--- src/rtl/binary_aggregator_sched.sv ---
// Slot scheduler that runs compare rounds through an external binary aggregator tree.
// Define BA_SCHED_FLUSH_EN to add the synchronous flush input.
module binary_aggregator_sched #(
   parameter int CANDIDATE_CNT = 5,
   parameter int KEY_WIDTH     = 6,
   parameter int DATA_WIDTH    = 16,
   parameter int IDX_WIDTH     = 3,
   parameter int AGG_LATENCY   = 0
) (
   input  logic                                             clk,
   input  logic                                             rst_n,
   input  logic [CANDIDATE_CNT-1:0]                         req_vld,
   input  logic [CANDIDATE_CNT*KEY_WIDTH-1:0]               req_key,
   input  logic [CANDIDATE_CNT*DATA_WIDTH-1:0]              req_data,
   output logic [CANDIDATE_CNT-1:0]                         req_rdy,
   output logic [CANDIDATE_CNT-1:0]                         agg_cand_vld,
   output logic [CANDIDATE_CNT*KEY_WIDTH-1:0]               agg_cand_key,
   output logic [CANDIDATE_CNT*(DATA_WIDTH+IDX_WIDTH)-1:0]  agg_cand_data,
   input  logic                                             agg_win_vld,
   input  logic [KEY_WIDTH-1:0]                             agg_win_key,
   input  logic [DATA_WIDTH+IDX_WIDTH-1:0]                  agg_win_data,
   output logic                                             out_vld,
   output logic [KEY_WIDTH-1:0]                             out_key,
   output logic [DATA_WIDTH-1:0]                            out_data,
   output logic [IDX_WIDTH-1:0]                             out_idx,
   input  logic                                             out_rdy,
`ifdef BA_SCHED_FLUSH_EN
   input  logic                                             flush,
`endif
   output logic [CANDIDATE_CNT-1:0]                         slot_vld,
   output logic                                             sched_err
);

   localparam int CW    = DATA_WIDTH + IDX_WIDTH;
   localparam int CNT_W = (AGG_LATENCY > 0) ? $clog2(AGG_LATENCY + 1) : 1;
   localparam logic [CNT_W-1:0]   CNT_LOAD  = CNT_W'(AGG_LATENCY);
   localparam logic [CNT_W-1:0]   CNT_ONE   = CNT_W'(1);
   localparam logic [IDX_WIDTH:0] IDX_LIMIT = (IDX_WIDTH+1)'(CANDIDATE_CNT);

   typedef enum logic [1:0] {
      IDLE = 2'd0,
      EVAL = 2'd1,
      OUT  = 2'd2
   } state_t;

   state_t                   state, state_nxt;
   logic [CANDIDATE_CNT-1:0] round_mask, mask_nxt;
   logic [CNT_W-1:0]         cnt, cnt_nxt;
   logic                     capture, err_set, out_clr, flush_req;
   logic [IDX_WIDTH-1:0]     win_idx;
   logic                     win_idx_ok;
   logic [CANDIDATE_CNT-1:0] slot_clr, slot_load;
   logic [KEY_WIDTH-1:0]     slot_key  [CANDIDATE_CNT];
   logic [DATA_WIDTH-1:0]    slot_data [CANDIDATE_CNT];

`ifdef BA_SCHED_FLUSH_EN
   assign flush_req = flush;
`else
   assign flush_req = 1'b0;
`endif

   assign win_idx    = agg_win_data[CW-1 -: IDX_WIDTH];
   assign win_idx_ok = ({1'b0, win_idx} < IDX_LIMIT);

   // Slot storage: occupied slots are immutable, so ready is simply "empty"
   assign req_rdy = flush_req ? '0 : ~slot_vld;

   always_comb begin
      slot_clr  = '0;
      slot_load = '0;
      for (int i = 0; i < CANDIDATE_CNT; i++) begin
         slot_load[i] = req_vld[i] && req_rdy[i];
         slot_clr[i]  = flush_req || (capture && win_idx_ok && (win_idx == IDX_WIDTH'(i)));
      end
   end

   always_ff @(posedge clk or negedge rst_n) begin
      if (!rst_n) begin
         slot_vld <= '0;
      end else begin
         for (int i = 0; i < CANDIDATE_CNT; i++) begin
            if (slot_clr[i])
               slot_vld[i] <= 1'b0;
            else if (slot_load[i])
               slot_vld[i] <= 1'b1;
         end
      end
   end

   always_ff @(posedge clk) begin
      for (int i = 0; i < CANDIDATE_CNT; i++) begin
         if (slot_load[i]) begin
            slot_key[i]  <= req_key[i*KEY_WIDTH +: KEY_WIDTH];
            slot_data[i] <= req_data[i*DATA_WIDTH +: DATA_WIDTH];
         end
      end
   end

   // Candidate presentation: only the slots frozen into the round mask compete
   assign agg_cand_vld = round_mask;

   for (genvar g = 0; g < CANDIDATE_CNT; g++) begin : g_cand
      assign agg_cand_key[g*KEY_WIDTH +: KEY_WIDTH] = slot_key[g];
      assign agg_cand_data[g*CW +: CW]              = {IDX_WIDTH'(g), slot_data[g]};
   end

   // Round sequencing
   always_comb begin
      state_nxt = state;
      mask_nxt  = round_mask;
      cnt_nxt   = cnt;
      capture   = 1'b0;
      err_set   = 1'b0;
      out_clr   = 1'b0;
      unique case (state)
         IDLE: begin
            if (|slot_vld) begin
               mask_nxt  = slot_vld;
               cnt_nxt   = CNT_LOAD;
               state_nxt = EVAL;
            end
         end
         EVAL: begin
            if (cnt != '0) begin
               cnt_nxt = cnt - CNT_ONE;
            end else if (agg_win_vld) begin
               capture   = 1'b1;
               mask_nxt  = '0;
               state_nxt = OUT;
            end else begin
               err_set   = 1'b1;
               mask_nxt  = '0;
               state_nxt = IDLE;
            end
         end
         OUT: begin
            if (out_rdy) begin
               out_clr   = 1'b1;
               state_nxt = IDLE;
            end
         end
         default: state_nxt = IDLE;
      endcase
      // A flush abandons any round in progress; a presented winner still waits for its handshake
      if (flush_req && (state != OUT)) begin
         state_nxt = IDLE;
         mask_nxt  = '0;
         cnt_nxt   = '0;
         capture   = 1'b0;
         err_set   = 1'b0;
      end
   end

   always_ff @(posedge clk or negedge rst_n) begin
      if (!rst_n) begin
         state      <= IDLE;
         round_mask <= '0;
         cnt        <= '0;
         sched_err  <= 1'b0;
      end else begin
         state      <= state_nxt;
         round_mask <= mask_nxt;
         cnt        <= cnt_nxt;
         if (err_set || (capture && !win_idx_ok))
            sched_err <= 1'b1;
      end
   end

   // Winner output register
   always_ff @(posedge clk or negedge rst_n) begin
      if (!rst_n) begin
         out_vld  <= 1'b0;
         out_key  <= '0;
         out_data <= '0;
         out_idx  <= '0;
      end else if (capture) begin
         out_vld  <= 1'b1;
         out_key  <= agg_win_key;
         out_data <= agg_win_data[DATA_WIDTH-1:0];
         out_idx  <= win_idx;
      end else if (out_clr) begin
         out_vld  <= 1'b0;
      end
   end

endmodule

--- config.mk ---
export PLATFORM = sky130hd
export DESIGN_NAME = binary_aggregator_sched
export DESIGN_NICKNAME = d
export VERILOG_FILES = /design/src/rtl/binary_aggregator_sched.sv
export SDC_FILE = /design/constraint.sdc
export NUM_CORES = 1
export LEC_CHECK = 0
export BUFFER_PORTS_ARGS = -buffer_cell sky130_fd_sc_hd__buf_2
export CAP_MARGIN = 10
export CORE_MARGIN = 10
export CORE_UTILIZATION = 42
export DETAILED_ROUTE_END_ITERATION = 10
export MAX_ROUTING_LAYER = met4
export PLACE_DENSITY = 0.83
export SLEW_MARGIN = 10
export SYNTH_ARGS = -nofsm -noshare
export SYNTH_HDL_FRONTEND = slang
export SYNTH_SLANG_ARGS = --single-unit
--- constraint.sdc ---
create_clock -name clk -period 2.63 [get_ports clk]
set_input_delay 0 -clock clk [delete_from_list [all_inputs] [get_ports clk]]
set_output_delay 0 -clock clk [all_outputs]
set_load 0.03 [all_outputs]
==> metrics.csv, run 1 <==
metric,value,unit
syn avg cell area,20.5,um^2
clock buffer count from CTS,17,
Starting Density,43.1,%
row cnt,39,
area of the mapped netlist,4960,um^2
synth warn,0,
last stage reached,clock tree synthesis (4_1_cts),
Synth Register Bits,149,
# IOs,311,
Post-Syn Instances,242,
Yosys cell types,23,
Post-CTS Setup Bufs,0,
Detailed Place HPWL,12.0,mm
Die Ht,129,um
status,did not finish,
Clock Sinks,149,
Placer Congestion,0.777,
hold-fix buffers at CTS,143,
Post-synth EDFFs,110,
die span in x,129,um
H-tree levels,4,
Clock Tree Root,clkbuf_16,
sequential share of the synthesized area,86.2,%
ys flop type,edfxtp_1,
post-CTS sizing,0,
"FFs w/ async S/R, synth",26.2,%
port buffer count,295,
Err,[ERROR RSZ-0060] Max buffer count reached.,
Max Root-Sink Buffers,2,
stage by stage:
stage	setup slack [ns]	std cells	utilization, %	hold slack [ns]	instance area, um^2
after global placement	0.974	681	57.3	0.131	6600
after floorplan	0.609	255	-	-0.296	5010
after detailed placement	0.914	681	57.3	0.154	6600
cell usage after synthesis (2+ instances only):
cell      instances  share of area, %
buf_2             2              0.20
edfxtp_1        110                67
a31oi_1           3              0.38
nor2b_1           5              0.63
nor2_1            7              0.53
dfrtp_1          39                20
a21oi_1           2              0.20
a22o_1            5              0.88
mux2_2           23               5.2
buf_4            15               2.3
o21ai_0           7              0.71
inv_1             9              0.68
conb_1            2              0.15
nand2_1           4              0.30
cells by family after synthesis:
kind of cell	after synthesis	synth area share (%)
DFF	149	86.2
AOI/OAI and AO/OA	22	3.28
and+or+nand+nor	19	1.94
muxes	23	5.22
buffers and inverters	27	3.23
other	2	0.151
==> run 2, diff against run 1 <==
CORE_UTILIZATION = 40   (was 42)
MAX_ROUTING_LAYER = default   (was met4)
PLACE_DENSITY = default   (was 0.83)
PLACE_DENSITY_LB_ADDON = 0.15   (was default)
==> run 2 against run 1 <==
Net effect:
- synthesized area unchanged
- synthesized cell count unchanged
- the run now ends clean
==> metrics.csv, run 2 <==
metric,value,unit,change
clk_lat worst skew,0.41,ns,
"delay-heaviest family, CP",buffers and inverters,,
RSZ-0062 raised after global routing,false,,
Sequential Power Share,41.3,%,
Setup-failing EPs final,0,,
synth top area cells,"edfxtp_1 67%, dfrtp_1 20%, mux2_2 5.2%",,unchanged
"commonest non-fill, non-tap cell in the layout",buf_2,,
ys flop type,edfxtp_1,,unchanged
most frequent cells in the layout,"295 x buf_2, 146 x dlygate4sd3_1, 110 x edfxtp_1",,
min-delay worst type,input pin to flop,,
drt first pass iters,4,,
Post-synth top cells,"110 x edfxtp_1, 39 x dfrtp_1, 23 x mux2_2, 15 x buf_4, 9 x inv_1",,unchanged
Post-Synth Simple-Gate Area,1.94,%,unchanged
Synth Area in Compound Gates,3.28,%,unchanged
sw power,2200,uW,
FILL cells,791,,
Via Count,3966,,
Bufs and invs on worst path,2,,
crit path DAT,2.30,ns,
first-pass GRT wire length,26.2,mm,
Vias per Instance,4.48,,
Area growth syn-to-layout,75.7,%,
Max Slew Vio Count,0,,
Regs by FF count,"slot_data: 80 flops, slot_key: 30 flops, out_data: 16 flops",,
switching part of the total,29.9,%,
"Reg clk slew, reported paths",0.06,ns,
setup clock skew after layout,0.00423,ns,
Biggest register,slot_data,,
adder-cell share of the synthesized area,0,%,unchanged
synth warn,0,,unchanged
vias in the first global route,4474,,
Slew @ Worst Pin,0.860,ns,
min-delay src,req_vld[2],,
XOR/XNOR share of the synthesized area,0,%,unchanged
Synth Register Bits,149,,unchanged
Detailed Route Iter0 Violations,213,,
final worst path period share,76.7,%,
final antenna-violating net count,0,,
Yosys top cell area share,66.5,%,unchanged
area of the multi-input gates,587,um^2,
"count leader, synth",edfxtp_1,,unchanged
clock buffer count from CTS,17,,unchanged
core area,12100,um^2,
# IOs,311,,unchanged
die span in x,131,um,was 129 um
P_int,5150,uW,
TritonCTS clock tree,built,,
post-CTS sizing,0,,unchanged
Clk network pwr share,33.8,%,
critical path startpoint category,flop,,
Final Critical Period,2.02,ns,
all-layer global routing usage,19.7,%,
Nets,847,,
Slew headroom,42.7,%,
Critical path origin,state[0]$_DFFE_PN0P_,,
Critical Path End Type,flop,,
Routed Wire Length,17.2,mm,
largest family of logic cells by synthesized area,multiplexers,,unchanged
gr ovfl total,0,,
Detailed Place HPWL,11.8,mm,was 12.0 mm
Max-Cap Viols,0,,
Max IR drop VDD,0.000844,V,
Final TNS setup,0,ns,
Clock Tree Root,clkbuf_16,,unchanged
Yosys cell types,23,,unchanged
sequential share of the synthesized area,86.2,%,unchanged
multiplexer share of the synthesized area,5.22,%,unchanged
Die Ht,131,um,was 129 um
Post-synth EDFFs,110,,unchanged
max reg flops,80,,
pin count of the biggest net entering global routing,40,,
reg-to-reg startpoint,state[0]$_DFFE_PN0P_,,
Clock Sinks,149,,unchanged
port buffer count,295,,unchanged
power per cell area,842,nW/um^2,
Placer Congestion,0.746,,was 0.777
worst path required time,2.92,ns,
share of cells above drive strength 1,50.7,%,
Reg area,4280,um^2,
Max Clk Rate,496,MHz,
area of the mapped netlist,4960,um^2,unchanged
Final Hold Fails,0,,
crit-path max FO,21,,
"FFs w/ async S/R, synth",26.2,%,unchanged
slowest CP cell,dlygate4sd3_1,,
CP Class,flop to flop,,
syn avg cell area,20.5,um^2,unchanged
drt wl/cell,19.4,um,
Worst path max stage delay,0.55,ns,
Hold Slack,0.250,ns,
DRC viols,0,,
initial antenna violation count,1,,
cell chain of the critical path,nand3b_1 > buf_12 > o22a_1 > dlygate4sd3_1,,
leak pwr,0.00382,uW,
die area,17300,um^2,
Post-Syn Instances,242,,unchanged
Comb pwr share,24.8,%,
Starting Density,41.2,%,was 43.1%
row cnt,40,,was 39
H-tree levels,4,,unchanged
post-synth top area cell,edfxtp_1,,unchanged
Max Root-Sink Buffers,2,,unchanged
status,completed,,was did not finish
## run 2: cell counts after synthesis
No cell type changed its count.
## run 2: power by group through the flow
stage | registers, uW | clock network, uW | logic, uW
global placement | 3060 | 0 | 1630
finish | 3030 | 2480 | 1820
global route | 3080 | 2630 | 1940
detailed placement | 3070 | 0 | 1650
floorplan | 3650 | 0 | 471
CTS | 3030 | 2540 | 1830
## run 2: final cells by class
type / instances / area share [%]
diodes: 1 / 0.0287
clock buffers: 18 / 4.92
clock inverters: 14 / 2.12
inverters: 9 / 0.387
multi-input cells: 79 / 6.73
flip-flops and latches: 149 / 49.1
well taps: 168 / 2.41
repair buffers: 447 / 34.3
## run 2: path summary, 6_finish.rpt
check,end,slack [ns],cells past startpoint
hold reg to reg,sched_err$_DFFE_PN0P_,0.47,1
setup / recovery,slot_vld[4]$_DFFE_PN0P_,0.61,4
setup reg to reg,slot_vld[4]$_DFFE_PN0P_,0.61,4
hold / removal,slot_key[0][15]$_DFFE_PP_,0.25,3
min in group asynchronous,out_data[0]$_DFFE_PN0P_,0.26,2
max in group asynchronous,slot_vld[1]$_DFFE_PN0P_,1.82,2
## run 2: timing repair
action,4_1_cts,5_1_grt
endpoints found under the hold margin,182,0
setup buffers,0,0
hold buffers,146,0
setup endpoints to repair,0,0
## run 2: per-layer routing
| layer | GRT usage [%] | share of wire (%) |
|---|---|---|
| met4 | 7.29 | 2.1 |
| met2 | 37.0 | 56 |
| met3 | 6.67 | 6.9 |
| met1 | 19.7 | 35 |
| met5 | 0 | 0 |
## run 2: cell families after synthesis
family          count (synthesis)
compound gates                 22
buf+inv                        27
flops                         149
mux                            23
other cells                     2
simple gates                   19
## run 2: per-stage QoR
stage / total power (uW) / worst slack [ns] / util [%] / instances / instance area (um^2)
floorplan: 4120 / 0.609 / - / 255 / 5010
global placement: 4680 / 1.09 / 55.1 / 706 / 6640
detailed placement: 4720 / 1.03 / 55.1 / 706 / 6640
CTS: 7400 / 0.578 / 72.3 / 884 / 8720
global route: 7640 / 0.409 / 72.3 / 885 / 8720
finish: 7340 / 0.614 / 72.3 / 885 / 8720
## run 2: worst register-to-register path, stage by stage, from the launching register on
cell           delay [ns]
dfrtp_1              0.47
nand3b_1             0.39
buf_12               0.31
o22a_1               0.18
dlygate4sd3_1        0.55
No activity file was read; power rests on OpenSTA's default activity.
